==> src/rtl/packet_flit_transmitter_if.sv <==
// Channel bundle for the packet flit transmitter.
// The master side is the environment: it offers packets and returns
// downstream credits. The slave side is the transmitter, which accepts
// packets and drives the flit channel.
interface packet_flit_transmitter_if #(
  parameter int FLIT_WIDTH   = 32,
  parameter int PACKET_FLITS = 5
) ();

  // Packet handshake: a transfer happens on the rising edge where
  // packet_valid and packet_ready are both high. The producer holds
  // packet_valid and packet_in stable until that edge.
  logic [PACKET_FLITS*FLIT_WIDTH-1:0] packet_in;
  logic                               packet_valid;
  logic                               packet_ready;

  // Flit channel: bit 0 is the flit valid, bits [FLIT_WIDTH:1] the flit.
  logic [FLIT_WIDTH:0]                channel_out;

  // One-cycle pulse per downstream buffer slot freed.
  logic                               credit_in;

  modport master (
    output packet_in,
    output packet_valid,
    output credit_in,
    input  packet_ready,
    input  channel_out
  );

  modport slave (
    input  packet_in,
    input  packet_valid,
    input  credit_in,
    output packet_ready,
    output channel_out
  );

endinterface

==> src/rtl/packet_flit_transmitter.sv <==
// Credit-based packet injector: accepts a whole packet, then serializes it
// into flits on the channel, spending one downstream credit per flit.
module packet_flit_transmitter #(
  parameter int FLIT_WIDTH   = 32,
  parameter int PACKET_FLITS = 5,
  parameter int BUFFER_DEPTH = 5,
  parameter int CREDIT_WIDTH = 3
) (
  input  logic                    clk,
  input  logic                    reset,
  packet_flit_transmitter_if.slave bus,
  output logic [CREDIT_WIDTH-1:0] credits_available,
  output logic                    busy,
  output logic                    credit_error,
  output logic [0:0]              state_o
);

  localparam int PKT_W = PACKET_FLITS * FLIT_WIDTH;
  localparam int IDX_W = (PACKET_FLITS > 1) ? $clog2(PACKET_FLITS) : 1;

  localparam logic [0:0] IDLE = 1'b0;
  localparam logic [0:0] SEND = 1'b1;

  localparam logic [CREDIT_WIDTH-1:0] MAX_CRED = CREDIT_WIDTH'(BUFFER_DEPTH);
  localparam logic [CREDIT_WIDTH-1:0] ONE_CRED = CREDIT_WIDTH'(1);
  localparam logic [IDX_W-1:0]        LAST_IDX = IDX_W'(PACKET_FLITS - 1);
  localparam logic [IDX_W-1:0]        ONE_IDX  = IDX_W'(1);

  logic [0:0]              state_q, state_d;
  logic [PKT_W-1:0]        pkt_q, pkt_d;
  logic [IDX_W-1:0]        idx_q, idx_d;
  logic [FLIT_WIDTH:0]     chan_q, chan_d;
  logic [CREDIT_WIDTH-1:0] credits_q, credits_d;
  logic                    credit_error_q, credit_error_d;
  logic                    send;

  // A flit leaves only while sending and a downstream slot is known free.
  assign send = (state_q == SEND) && (credits_q != '0);

  // Packet FSM: latch on accept, then shift out flit 0 first (held in the MSBs).
  always_comb begin
    state_d = state_q;
    pkt_d   = pkt_q;
    idx_d   = idx_q;
    chan_d  = {chan_q[FLIT_WIDTH:1], 1'b0};
    case (state_q)
      IDLE: begin
        if (bus.packet_valid) begin
          pkt_d   = bus.packet_in;
          idx_d   = '0;
          state_d = SEND;
        end
      end
      SEND: begin
        if (send) begin
          chan_d = {pkt_q[PKT_W-1 -: FLIT_WIDTH], 1'b1};
          pkt_d  = pkt_q << FLIT_WIDTH;
          idx_d  = idx_q + ONE_IDX;
          if (idx_q == LAST_IDX) begin
            state_d = IDLE;
          end
        end
      end
      default: state_d = IDLE;
    endcase
  end

  // Credit counter: a send and a returned credit on the same edge cancel;
  // a return with the counter already full saturates and flags an error.
  always_comb begin
    credits_d      = credits_q;
    credit_error_d = credit_error_q;
    if (send && !bus.credit_in) begin
      credits_d = credits_q - ONE_CRED;
    end else if (!send && bus.credit_in) begin
      if (credits_q == MAX_CRED) begin
        credit_error_d = 1'b1;
      end else begin
        credits_d = credits_q + ONE_CRED;
      end
    end
  end

  // State registers; reset abandons any packet in flight and refills credits.
  always_ff @(posedge clk) begin
    if (reset) begin
      state_q        <= IDLE;
      pkt_q          <= '0;
      idx_q          <= '0;
      chan_q         <= '0;
      credits_q      <= MAX_CRED;
      credit_error_q <= 1'b0;
    end else begin
      state_q        <= state_d;
      pkt_q          <= pkt_d;
      idx_q          <= idx_d;
      chan_q         <= chan_d;
      credits_q      <= credits_d;
      credit_error_q <= credit_error_d;
    end
  end

  assign bus.packet_ready  = (state_q == IDLE);
  assign bus.channel_out   = chan_q;
  assign busy              = (state_q == SEND);
  assign credits_available = credits_q;
  assign credit_error      = credit_error_q;
  assign state_o           = state_q;

endmodule

==> src/flat_wrapper.sv <==
// flat-port wrapper written by rule: the top's interface ports become plain ports
module packet_flit_transmitter_flat 
#(
  parameter int FLIT_WIDTH   = 32,
  parameter int PACKET_FLITS = 5,
  parameter int BUFFER_DEPTH = 5,
  parameter int CREDIT_WIDTH = 3
)
  (clk, reset, credits_available, busy, credit_error, state_o, bus_packet_in, bus_packet_valid, bus_credit_in, bus_packet_ready, bus_channel_out);
  packet_flit_transmitter_if #(.FLIT_WIDTH(FLIT_WIDTH), .PACKET_FLITS(PACKET_FLITS)) bus_i ();
  input  logic clk;
  input  logic reset;
  output logic [CREDIT_WIDTH-1:0] credits_available;
  output logic busy;
  output logic credit_error;
  output logic [0:0] state_o;
  input wire logic [$bits(bus_i.packet_in)-1:0] bus_packet_in;
  input wire logic [$bits(bus_i.packet_valid)-1:0] bus_packet_valid;
  input wire logic [$bits(bus_i.credit_in)-1:0] bus_credit_in;
  output wire logic [$bits(bus_i.packet_ready)-1:0] bus_packet_ready;
  output wire logic [$bits(bus_i.channel_out)-1:0] bus_channel_out;
  assign bus_i.packet_in = bus_packet_in;
  assign bus_i.packet_valid = bus_packet_valid;
  assign bus_i.credit_in = bus_credit_in;
  assign bus_packet_ready = bus_i.packet_ready;
  assign bus_channel_out = bus_i.channel_out;
  packet_flit_transmitter #(.FLIT_WIDTH(FLIT_WIDTH), .PACKET_FLITS(PACKET_FLITS), .BUFFER_DEPTH(BUFFER_DEPTH), .CREDIT_WIDTH(CREDIT_WIDTH)) u_core (.clk(clk), .reset(reset), .bus(bus_i), .credits_available(credits_available), .busy(busy), .credit_error(credit_error), .state_o(state_o));
endmodule
==> config.mk <==
export PLATFORM = sky130hd
export DESIGN_NAME = packet_flit_transmitter_flat
export DESIGN_NICKNAME = d
export VERILOG_FILES = /design/src/rtl/packet_flit_transmitter_if.sv /design/src/rtl/packet_flit_transmitter.sv /design/src/flat_wrapper.sv
export SDC_FILE = /design/constraint.sdc
export NUM_CORES = 1
export LEC_CHECK = 0
export CORE_ASPECT_RATIO = 0.9
export CORE_MARGIN = 1
export CORE_UTILIZATION = 50
export CTS_BUF_LIST = sky130_fd_sc_hd__clkbuf_16
export CTS_CLUSTER_DIAMETER = 100
export CTS_CLUSTER_SIZE = 12
export DETAILED_ROUTE_END_ITERATION = 6
export HOLD_SLACK_MARGIN = 0.08
export PLACE_DENSITY_LB_ADDON = 0.05
export SLEW_MARGIN = 5
export SYNTH_ARGS = -nofsm -noshare
export SYNTH_HDL_FRONTEND = slang
export SYNTH_SLANG_ARGS = --single-unit
==> constraint.sdc <==
create_clock -name clk -period 3 [get_ports clk]
set_input_delay 0.6 -clock clk [delete_from_list [all_inputs] [get_ports clk]]
set_output_delay 0.6 -clock clk [all_outputs]
set_load 0.01 [all_outputs]
==> Word level (Yosys, flattened, before mapping) <==
Cells that the tools add are included.
{ "totals": {"reg_bits": 201, "elab_cells": 43} }
{ "op_classes": {"n_reduce_logical": 12, "addsub": 3, "bitwise": 2, "mux": 14, "n_eq_ne": 5} }
{ "op_table": {"columns": ["op", "count"], "rows": [
  ["two-way mux 160 bit", 2],
  ["one-hot mux 160 bit (2 select lines)", 1],
  ["two-way mux 3 bit", 5],
  ["adder 3 x 1 -> 3 bit (second input constant)", 2],
  ["equality test 3 bit (second input constant)", 2],
  ["one-hot mux 3 bit (2 select lines)", 1],
  ["AND reduction 2 bit", 3],
  ["two-way mux 1 bit", 4],
  ["!= test 2 bit (second input constant)", 2],
  ["logical AND 1 bit", 3],
  ["AND reduction 3 bit", 1],
  ["nonzero test 3 bit", 1],
  ["subtractor 3 x 1 -> 3 bit (second input constant)", 1],
  ["zero test 1 bit", 2],
  ["!= test 2 x 1 -> 1 bit (second input constant)", 1],
  ["NOT 1 bit", 2],
  ["one-hot mux 1 bit (2 select lines)", 1],
  ["nonzero test 2 bit", 1],
  ["OR reduction 2 bit", 1]
]} }

==> Depth between registers and ports, before layout <==
{ "logic_depth": {"depth_word": 6, "ltp_mapped": 10} }

==> Worst setup path before layout <==
Ideal clock, no wire load.
{ "synth_path": {"path_kind": "register to register", "startpoint": "register u_core.credits_q[2], in the netlist u_core.credits_available[2]", "endpoint": "register u_core.credits_q[1], in the netlist u_core.credits_available[1]", "n_path_buf": 1, "arrival_ps": 2366, "synth_period_minus_slack_ps": 2437, "required_ps": 2930, "path_stages_with_launch": 9, "setup_slack_ps": 563, "cell_sequence": "dfxtp_1 o31ai_2 inv_2 clkbuf_1 ha_1 inv_1 fa_1 or3_1 a21oi_1"} }
{ "synth_between": {"elab_chain_cells": 6, "word_cells_on_any_way": 10} }
{ "synth_rtl": {"columns": ["item", "line", "rtl"], "rows": [
  ["from (decl)", "packet_flit_transmitter.sv:33", "logic [CREDIT_WIDTH-1:0] credits_q, credits_d;"],
  ["from (signal assigned)", "packet_flit_transmitter.sv:98", "credits_q <= credits_d;"],
  ["nonzero test 3 bit (*)", "packet_flit_transmitter.sv:38", "assign send = (state_q == SEND) && (credits_q != '0);"],
  ["logical AND 1 bit (*)", "packet_flit_transmitter.sv:38", null],
  ["via u_core.send", "packet_flit_transmitter.sv:35", "logic send;"],
  ["zero test 1 bit", "packet_flit_transmitter.sv:75", "end else if (!send && bus.credit_in) begin"],
  ["logical AND 1 bit", "packet_flit_transmitter.sv:75", null],
  ["nonzero test 2 bit (no source line)", null, null],
  ["AND reduction 2 bit (no source line)", null, null]
]} }
Mark *: on every way through the listed nets, which the timed path passes. The rest lies on a longest branch.
A chain may end at the register's enable or synchronous reset.

==> Worst setup path in the final report <==
{ "layout_path": {"startpoint": "register u_core.state_q, in the netlist u_core.busy", "endpoint": "output bus_packet_ready"} }
{ "layout_between": {"elab_chain_cells": 1} }
{ "layout_rtl": {"columns": ["item", "line", "rtl"], "rows": [
  ["from (decl)", "packet_flit_transmitter.sv:29", "logic [0:0] state_q, state_d;"],
  ["from (signal assigned)", "packet_flit_transmitter.sv:94", "state_q <= state_d;"],
  ["NOT 1 bit (no source line)", null, null],
  ["to (decl)", "flat_wrapper.sv:20", "output wire logic [$bits(bus_i.packet_ready)-1:0] bus_packet_ready;"]
]} }
Every way passes these cells.

==> impl_metrics.csv <==
group,metric,value,unit
outcome,status,"finished, violations left",
outcome,failed_checks,"design-rule violations",
critical_path,crit_chain,"buf_4, inv_1, clkdlybuf4s50_1",
clocking,cts_sinks,201,
floorplan,coreArea,0.0163,mm²
critical_path,cp_top_family,"buffers and inverters",
run,maxCapViolCount,0,
hold_path,hold_depth,2,
critical_path,start_kind,"flop",
synthesis,ys_ff_latch,201,
power_and_ir_drop,finalPower,6180,µW
critical_path,crit_type,"flop to output port",
final_layout,antennaDiodeCount,0,
detailed_routing,firstDrtPassIters,7,
synthesis,synth_nets,1018,
placed_design,dp_cells,1183,
final_layout,register_area,0.00403,mm²
grt,grt_use_total,0.248,
timing,period_share,0.835,
grt,antenna_found_initial,0,
synthesis,ys_types,32,
critical_path,endpoint_kind,"output port",
timing,tns,0,ns
synthesis,netlist_area,0.00840,mm²
synthesis,yosys_warnings,0,
grt,grt-ovfl-total,0,
clocking,post_cts_buffers,0,
placed_design,place.gp.congestion,0.844,
detailed_routing,drt-total-wl,21500,µm
clocking,clk_latency,0.49,ns
clocking,clk_transition_reported_paths,0.06,ns
power_and_ir_drop,p_leak,0.00407,µW
critical_path,cp_num_buf_inv,3,
power_and_ir_drop,powerDensity,566,mW/mm²
floorplan,start_util,0.515,
synthesis,netlist_instances,849,
clocking,cts_buffers,20,
final_layout,drive_gt1_frac,0.0460,
detailed_routing,postRouteAntennaNets,0,
final_layout,multi_input_area,0.00389,mm²
clocking,clockBufferDepth,3,
synthesis,synthAdderAreaFrac,0.00834,
power_and_ir_drop,p_switching,1540,µW
timing,slew_viol_final,0,
detailed_routing,vias_per_cell,5.70,
floorplan,die_area,0.0173,mm²
power_and_ir_drop,p_int,4630,µW
clocking,cts_resized,0,
placed_design,port_buffers,203,
power_and_ir_drop,clock_power_share,0.354,
final_layout,stdcell_count,1206,
synthesis,avgSynthCellArea,9.89,µm²
grt,grt_max_degree,104,
timing,period_minus_slack,2.50,ns
synthesis,synth-compound-area-share,0.253,
hold_path,hold_class,"flop to flop",
final_layout,final_cell_mix,"202 x clkdlybuf4s50_1, 200 x dfxtp_1, 164 x a21oi_1",
detailed_routing,wl_per_cell,17.8,µm
detailed_routing,dr.first_iter.drc_count,462,
critical_path,slowest_stage,"clkdlybuf4s50_1",
grt,first_global_vias,6738,
power_and_ir_drop,power_frac_comb,0.157,
final_layout,num-nets-final,1167,
timing,rsz0062_at_grt,"no",
timing,skew,0.0168,ns
power_and_ir_drop,vdd_drop_max,0.330,mV
grt,grt_pass1_wl,35200,µm
critical_path,regToRegSetupSlack,0.52,ns
clocking,cts.htree.levels,1,
synthesis,synthMuxAreaShare,0.154,
timing,hold_viol,0,
final_layout,n_fill_cell,1304,
critical_path,cp_data_required_time,2.40,ns
floorplan,rows,44,
placed_design,hpwl,15000,µm
timing,slew_headroom,0.403,
critical_path,path_max_fanout,24,
critical_path,worstPathArrival,1.90,ns
power_and_ir_drop,power_frac_seq,0.489,
timing,fmax,399,MHz
synthesis,yosys.area_share.simple,0.0432,
clocking,cts_tree,"built",
detailed_routing,drc_errors,10,
final_layout,area_growth,29.8,%
critical_path,ff2ff_path_depth,4,
floorplan,dieHeight,125,µm
synthesis,synth_xor_area_frac,0.00104,
critical_path,max_stage_delay,0.49,ns
floorplan,die_x,139,µm
synthesis,ys_seq_area_frac,0.479,
synthesis,synth_top_family_by_area,"compound AO/OA/AOI/OAI gates",
final_layout,layout_commonest_cell,"clkdlybuf4s50_1",
timing,worst_pin_slew,0.895,ns
floorplan,ios,204,
clocking,clockRootBuffer,"clkbuf_16",
power_and_ir_drop,swShare,0.250,
clocking,ctsHoldBuffers,0,
timing,setup_viol_count_final,0,
detailed_routing,num_vias,6871,
critical_path,critical_path_depth,3,
## layout make-up
class | count | area share
clock buffers | 21 | 0.0482
clock inverters | 2 | 0.000803
inverters | 8 | 0.00275
multi-input cells | 550 | 0.357
flip-flops and latches | 201 | 0.369
well taps | 207 | 0.0238
repair buffers | 217 | 0.198
## worst paths after layout
path / to / from
max reg2reg: u_core.pkt_q[62]$_SDFFE_PP0P_ / u_core.credits_available[1]$_SDFFE_PP0P_
min: u_core.bus.channel_out[30]$_SDFFE_PP0P_ / u_core.bus.channel_out[30]$_SDFFE_PP0P_
min reg2reg: u_core.bus.channel_out[30]$_SDFFE_PP0P_ / u_core.bus.channel_out[30]$_SDFFE_PP0P_
max: bus_packet_ready / u_core.busy$_SDFF_PP0_
## cell families after synthesis
| group | count (synthesis) |
|---|---|
| DFF | 201 |
| buffers and inverters | 98 |
| AOI/OAI and AO/OA | 331 |
| and+or+nand+nor | 84 |
| adders and majority gates | 5 |
| muxes | 129 |
| xor gates and xnor gates | 1 |
## through the flow
stage | worst slack [ns] | hold WS (ns) | instance area, µm² | util
finish | 0.495 | 0.452 | 10900 | 0.669
global route | 0.358 | 0.475 | 10900 | 0.669
CTS | 0.485 | 0.456 | 10900 | 0.669
detailed placement | 0.480 | 0.448 | 10400 | 0.636
global placement | 0.594 | 0.443 | 10400 | 0.636
floorplan | 0.563 | 0.432 | 8400 | -
## worst min-delay path: stages (launching register included)
cell	delay [ns]
dfxtp_1	0.31
nand2_1	0.05
a21oi_1	0.05
## flip-flops by register name, summed over array words and instances, names as in the netlist
| name | flops |
|---|---|
| u_core.credits_available | 3 |
| u_core.bus.channel_out | 33 |
| u_core.pkt_q | 160 |
| u_core.busy | 1 |
| u_core.idx_q | 3 |
| u_core.credit_error | 1 |
## power groups by stage
stage | sequential [µW] | combinational (µW) | clock [µW]
6_report | 3020 | 973 | 2180
5_1_grt | 3040 | 1060 | 2330
4_1_cts | 3020 | 976 | 2220
3_5_place_dp | 3070 | 974 | 0
3_3_place_gp | 3060 | 944 | 0
2_1_floorplan | 3040 | 562 | 0
## per-layer routing
layer  routed length, µm  share of wire  track usage
met1               10100           0.47        0.342
met2                9660           0.45        0.400
met3                1280          0.060       0.0521
met5                   0              0            0
met4                 430          0.020       0.0595
## Yosys cell counts
master | n | share of area
buf_2 | 25 | 0.015
ha_1 | 4 | 0.0060
buf_4 | 1 | 0.00089
nand4b_1 | 1 | 0.0010
or2_2 | 1 | 0.00075
mux2i_1 | 129 | 0.15
o31ai_1 | 1 | 0.00089
inv_1 | 7 | 0.0031
clkbuf_1 | 48 | 0.021
a22o_1 | 32 | 0.033
nand2_1 | 66 | 0.029
buf_6 | 15 | 0.020
a311oi_1 | 1 | 0.0010
a21oi_1 | 164 | 0.098
or3_1 | 1 | 0.00075
dfxtp_1 | 201 | 0.48
nor2_1 | 7 | 0.0031
buf_1 | 1 | 0.00045
o21bai_1 | 1 | 0.00089
nor3_1 | 1 | 0.00060
o21ai_0 | 1 | 0.00060
nor3b_1 | 2 | 0.0018
xor2_1 | 1 | 0.0010
o31ai_2 | 1 | 0.0015
a211oi_1 | 129 | 0.12
nor4b_2 | 1 | 0.0018
fa_1 | 1 | 0.0024
nor4bb_1 | 1 | 0.0012
a21oi_4 | 1 | 0.0019
inv_2 | 1 | 0.00045
nor2b_1 | 2 | 0.0015
or4b_1 | 1 | 0.0012
No activity file was read; power rests on OpenSTA's default activity.
